File: config.mk
export PLATFORM = sky130hd
export DESIGN_NAME = fixmul_top
export DESIGN_NICKNAME = d
export VERILOG_FILES = /design/src/rtl/fixmul_pkg.sv /design/src/rtl/fixmul_dp.sv /design/src/rtl/fixmul_top.sv
export SDC_FILE = /design/constraint.sdc
export NUM_CORES = 1
export LEC_CHECK = 0
export BUFFER_PORTS_ARGS = -buffer_cell sky130_fd_sc_hd__buf_2
export CORE_AREA = 3 3 124 126
export CTS_BUF_LIST = sky130_fd_sc_hd__clkbuf_4 sky130_fd_sc_hd__clkbuf_8
export DETAILED_ROUTE_END_ITERATION = 16
export DIE_AREA = 0 0 127 129
export PLACE_DENSITY = 0.82
export SKIP_LAST_GASP = 1
export SLEW_MARGIN = 20
export SYNTH_ARGS = -nofsm -noshare
export SYNTH_HDL_FRONTEND = slang
export SYNTH_SLANG_ARGS = --single-unit
File: constraint.sdc
create_clock -name clk -period 4.3 [get_ports clk]
set_input_delay 0 -clock clk [delete_from_list [all_inputs] [get_ports clk]]
set_output_delay 0 -clock clk [all_outputs]
set_load 0.03 [all_outputs]
File: src/rtl/fixmul_pkg.sv
// Shared widths, state encoding and helpers for the Q1.15 sequential multiplier.
package fixmul_pkg;
  localparam int W    = 16;
  localparam int FRAC = 15;
  localparam int CW   = $clog2(W);

  localparam logic [W-1:0] Q1_15_MAX = 16'h7FFF;

  typedef enum logic [2:0] {IDLE, LOAD, CALC, FIN, DONE} state_t;

  // Two's complement magnitude; 0x8000 maps to 0x8000 as an unsigned value.
  function automatic logic [W-1:0] mag(input logic [W-1:0] v);
    return v[W-1] ? (~v + W'(1)) : v;
  endfunction
endpackage

File: src/rtl/fixmul_dp.sv
// Datapath: operand latches, shift-add accumulator, step counter and sign/saturate output stage.
module fixmul_dp
  import fixmul_pkg::*;
(
  input  logic         clk,
  input  logic         rst,
  input  logic         clr,
  input  logic         cap,
  input  logic         ld,
  input  logic         step,
  input  logic         fin,
  input  logic [W-1:0] A,
  input  logic [W-1:0] B,
  output logic         cnt_last,
  output logic [W-1:0] out
);
  logic [W-1:0]   a_lat, b_lat;
  logic           sign;
  logic [W-1:0]   mag_a, mag_b;
  logic [2*W-1:0] acc;
  logic [CW-1:0]  cnt;
  logic [W-1:0]   out_reg;

  logic [2*W-1:0] addend;
  logic [W:0]     p;
  logic [W-1:0]   res;

  assign cnt_last = (cnt == CW'(W - 1));
  assign out      = out_reg;

  always_comb begin
    addend = '0;
    if (mag_b[cnt])
      addend = {{W{1'b0}}, mag_a} << cnt;
  end

  // Magnitude truncation toward zero; only -1 x -1 can exceed the positive range.
  always_comb begin
    p = acc[2*W-1:FRAC];
    if (!sign && (p > {1'b0, Q1_15_MAX}))
      res = Q1_15_MAX;
    else if (sign)
      res = ~p[W-1:0] + W'(1);
    else
      res = p[W-1:0];
  end

  always_ff @(posedge clk or negedge rst) begin
    if (!rst) begin
      a_lat   <= '0;
      b_lat   <= '0;
      sign    <= 1'b0;
      mag_a   <= '0;
      mag_b   <= '0;
      acc     <= '0;
      cnt     <= '0;
      out_reg <= '0;
    end else if (clr) begin
      a_lat   <= '0;
      b_lat   <= '0;
      sign    <= 1'b0;
      mag_a   <= '0;
      mag_b   <= '0;
      acc     <= '0;
      cnt     <= '0;
      out_reg <= '0;
    end else begin
      // Operands are latched on the accepting edge so A/B may change afterwards.
      if (cap) begin
        a_lat <= A;
        b_lat <= B;
      end
      if (ld) begin
        sign  <= a_lat[W-1] ^ b_lat[W-1];
        mag_a <= mag(a_lat);
        mag_b <= mag(b_lat);
        acc   <= '0;
        cnt   <= '0;
      end
      if (step) begin
        acc <= acc + addend;
        cnt <= cnt + CW'(1);
      end
      if (fin)
        out_reg <= res;
    end
  end
endmodule

File: src/rtl/fixmul_top.sv
// Sequential signed Q1.15 multiplier: start/done handshake FSM driving the shift-add datapath.
module fixmul_top
  import fixmul_pkg::*;
(
  input  logic         clk,
  input  logic         rst,
  input  logic         rst_begin,
  input  logic         start,
  input  logic [W-1:0] A,
  input  logic [W-1:0] B,
  output logic         done,
  output logic [W-1:0] out
);
  state_t state;
  logic   done_reg;
  logic   cap, ld, step, fin, cnt_last;

  assign cap  = ((state == IDLE) || (state == DONE)) && start;
  assign ld   = (state == LOAD);
  assign step = (state == CALC);
  assign fin  = (state == FIN);
  assign done = done_reg;

  always_ff @(posedge clk or negedge rst) begin
    if (!rst) begin
      state    <= IDLE;
      done_reg <= 1'b0;
    end else if (rst_begin) begin
      state    <= IDLE;
      done_reg <= 1'b0;
    end else begin
      case (state)
        IDLE: if (start) state <= LOAD;
        LOAD: state <= CALC;
        CALC: if (cnt_last) state <= FIN;
        FIN: begin
          state    <= DONE;
          done_reg <= 1'b1;
        end
        DONE: if (start) begin
          state    <= LOAD;
          done_reg <= 1'b0;
        end
        default: state <= IDLE;
      endcase
    end
  end

  fixmul_dp u_dp (
    .clk      (clk),
    .rst      (rst),
    .clr      (rst_begin),
    .cap      (cap),
    .ld       (ld),
    .step     (step),
    .fin      (fin),
    .A        (A),
    .B        (B),
    .cnt_last (cnt_last),
    .out      (out)
  );
endmodule

==> results.tsv <==
metric	value	unit
die width	127	um
Fin Setup TNS	0	ns
overall via count from detail_route	7181	
relative max-transition margin	32.8	%
biggest cell delay along the critical path	0.54	ns
clock sink total	121	
routed length on met3	907	um
global-route usage over all layers	24.4	%
number of failing setup endpoints in the final timing report	0	
EDFF count, synth	0	
pin count of the biggest net entering global routing	79	
number of diodes added for antenna fixing	0	
crit path max fanout	9	
power per cell area	257	mW/mm^2
worst reg2reg startpoint	u_dp.cnt[0]	
post-synth design cell area	0.00811	sq mm
actual transition at the worst max-transition pin	1.01	ns
number of flip-flops in the largest register	32	
max-slew violation total from the final report	0	
routed length per instance	15.6	um
number of buffers created by CTS	17	
Port Buffers	52	
worst min-delay path class	in2async	
met2 wirelength from detailed routing	9.27	mm
antenna-violating nets left	0	
initial antenna violation count	0	
setup repair after global routing missed its margin	yes	
count of cell types in the netlist	57	
Layout Skew	0.00993	ns
total half-perimeter wirelength after legalization and detailed placement	13.3	mm
Post-Syn Nets	1027	
commonest non-fill, non-tap cell in the layout	sky130_fd_sc_hd__nand2_1	
die span in y	129	um
cell with the largest stage delay on the worst path	sky130_fd_sc_hd__or4b_1	
htree depth	4	
clock latency on the worst-skew pair	0.45	ns
boundary pin count	53	
wire length of the first global-routing pass	32.9	mm
Critical path buffers and inverters	1	
min Tclk post-route	4.06	ns
crit end category	flip-flop	
share of final-layout standard cells stronger than drive strength 1	14.4	%
synthesized netlist cell count	954	
Critical Path Source Type	flip-flop	
number of cell rows	44	
arrival time at the worst endpoint	4.39	ns
uppermost signal routing layer after detailed routing	met4	
number of warnings reported in the yosys synthesis log	0	
clock transition at the registers of the reported paths	0.07	ns
asr flop ratio synth	100	%
vias in the first global route	6960	
leading cell types in the layout, fill and taps excluded	sky130_fd_sc_hd__nand2_1, sky130_fd_sc_hd__dfrtp_1, sky130_fd_sc_hd__o21ai_0, sky130_fd_sc_hd__a21oi_1, sky130_fd_sc_hd__nor2_1	
drt initial violations	552	
Clock Path Buffers	2	
total die area	0.0164	sq mm
Remaining DRCs	0	
Data required, critical path	4.63	ns
Starting Density	56.2	%
outcome	complete, no violations	
buffers inserted during post-CTS setup optimization	0	
P_leak	4.32	nW
via/cell ratio	5.84	
register with the most flip-flops	u_dp.acc	
global route total overflow	0	
gate family responsible for the most delay along the worst path	simple AND/OR/NAND/NOR gates	
clock root cell	sky130_fd_sc_hd__clkbuf_8	
area of the placeable core	0.0144	sq mm
pre-CTS setup slack	0.0611	ns
number of hold-slack violations in the final timing report	0	
series of cell instances along the critical path	buf_6 > mux2i_1 > nor2_1 > o21ai_0 > a21oi_1 > o21ai_0 > and2_2 > a211oi_2 > ha_2 > a21oi_4 > nand2_2 > or4b_1 > o21ai_2 > o21a_2 > o21ai_2 > or4b_1 > a32o_1	
worst-case register-to-register setup slack	0.24	ns
number of detailed-route iterations in the first pass	5	
Max rail drop VDD	0.000246	V
final net count	1106	
TritonCTS clock tree	built	
part of the Yosys area used for sequential elements	37.4	%
highest attainable clock frequency	0.246	GHz
gpl congestion	0.935	
depth of the most critical reg-to-reg path	17	
critical register-to-register path endpoint	u_dp.acc[28]	
routed wire length	19.2	mm
total of max-cap violations	0	
ratio of final minimum period to clock period	94.4	%
synthesized flop and latch total	121	
per-instance average area after synthesis	8.50	sq um
Filler cells	1138	
crit path kind	reg2reg	
wire length the detailed router placed on met1	8.47	mm
growth of design area from synthesis to finish	15.9	%
Final WS setup	0.241	ns
Post-synth top flop	sky130_fd_sc_hd__dfrtp_1	
## through the flow
step	total power, W	util, %	instances	hold slack, ns	area [sq um]
floorplan	0.00140	-	954	-0.296	8110
global placement	0.00149	59.7	1163	0.229	8610
detailed placement	0.00149	59.7	1163	0.239	8620
CTS	0.00243	64.6	1229	0.124	9310
global route	0.00254	65.2	1230	0.0499	9400
finish	0.00242	65.2	1230	0.0466	9400
## worst max-delay path by stage
stage / depth (start not counted) / endpoint / startpoint / slack, ns
after global routing: 17 / u_dp.acc[28] / u_dp.cnt[0] / -0.01
after global placement: 16 / u_dp.acc[28] / u_dp.cnt[0] / 0.17
after CTS: 18 / u_dp.acc[26] / u_dp.cnt[0] / 0.05
final: 17 / u_dp.acc[28] / u_dp.cnt[0] / 0.24
after detailed placement: 18 / u_dp.acc[26] / u_dp.cnt[0] / 0.06
after floorplan: 17 / u_dp.acc[28] / u_dp.cnt[0] / 0.06
## final cells by class
type / instances / area [sq um] / area share, %
Multi-Input combinational cell: 761 / 4870 / 51.8
Tap cell: 184 / 230 / 2.45
Timing Repair Buffer: 113 / 847 / 9.01
Clock inverter: 11 / 71.3 / 0.759
Inverter: 19 / 71.3 / 0.759
Clock buffer: 21 / 283 / 3.01
Sequential cell: 121 / 3030 / 32.2
## kinds of logic (layout without fill, tap and decap cells)
logic type	after synthesis	count (layout)	share of synthesized area, %
buf+inv	72	164	3.41
xor+xnor	66	66	7.13
simple gates	349	349	19.2
flops	121	121	37.4
fa+ha+maj	37	37	5.80
mux	37	37	6.41
compound gates	272	272	20.7
## report_power, final
| part | switching (W) | total, W | internal, W | leakage, nW |
|---|---|---|---|---|
| Sequential | 0.0000431 | 0.00121 | 0.00117 | 1.67 |
| Clock | 0.000468 | 0.000915 | 0.000448 | 0.185 |
| Combinational | 0.000174 | 0.000292 | 0.000118 | 2.47 |
| Total | 0.000684 | 0.00242 | 0.00174 | 4.32 |
## cells in the mapped netlist (3+ instances only)
library cell                  n  share of area, %
sky130_fd_sc_hd__o21ai_0     90               5.6
sky130_fd_sc_hd__or4_1        3              0.28
sky130_fd_sc_hd__a221oi_1     3              0.32
sky130_fd_sc_hd__ha_1        36               5.6
sky130_fd_sc_hd__a211oi_1    13               1.2
sky130_fd_sc_hd__o31ai_1     13               1.2
sky130_fd_sc_hd__nor2_1      62               2.9
sky130_fd_sc_hd__a21oi_1     77               4.8
sky130_fd_sc_hd__a22o_1      20               2.2
sky130_fd_sc_hd__inv_1       19              0.88
sky130_fd_sc_hd__mux4_2      11               3.1
sky130_fd_sc_hd__a21o_1      18               1.7
sky130_fd_sc_hd__nand3_1     13              0.80
sky130_fd_sc_hd__nor3b_1      7              0.65
sky130_fd_sc_hd__o41ai_1      4              0.43
sky130_fd_sc_hd__o21bai_1     3              0.28
sky130_fd_sc_hd__dfrtp_1    121                37
sky130_fd_sc_hd__a31oi_1      7              0.54
sky130_fd_sc_hd__nor3_1       9              0.56
sky130_fd_sc_hd__nand3b_1     5              0.46
sky130_fd_sc_hd__mux2_2       9               1.3
sky130_fd_sc_hd__nand2b_1     4              0.31
sky130_fd_sc_hd__nand2_1    192               8.9
sky130_fd_sc_hd__and2_1      11              0.85
sky130_fd_sc_hd__a2111oi_0    3              0.32
sky130_fd_sc_hd__a32o_1       3              0.37
sky130_fd_sc_hd__mux2i_1     17               2.1
sky130_fd_sc_hd__o211ai_1     3              0.28
sky130_fd_sc_hd__nor4_1       6              0.46
sky130_fd_sc_hd__buf_1        3              0.14
sky130_fd_sc_hd__nand4_1     10              0.77
sky130_fd_sc_hd__and3_1       7              0.54
sky130_fd_sc_hd__nor2b_1      7              0.54
sky130_fd_sc_hd__xor2_1      46               5.0
sky130_fd_sc_hd__clkbuf_1    47               2.2
sky130_fd_sc_hd__xnor2_1     20               2.2
sky130_fd_sc_hd__or3_1        6              0.46
## layer usage
metal	global-route usage [%]	up-vias
li1	-	3551
met1	31.6	3374
met2	41.0	207
met3	4.94	49
met4	8.90	0
met5	0	-
## worst reg2reg max path: cells and delay by family, from the launching register on
kind / cells / cell delay (ns)
AOI/OAI and AO/OA: 9 / 1.36
buffers and inverters: 1 / 0.15
adders and majority gates: 1 / 0.36
DFF: 1 / 0.44
muxes: 1 / 0.12
and+or+nand+nor: 5 / 1.53
## timing repair
action	4_1_cts	5_1_grt
gates resized for setup	0	18
setup endpoints to repair	0	9
hold buffers	34	0
hold endpoints to repair	112	0
Note: power is estimated with default switching activity, not from simulation.
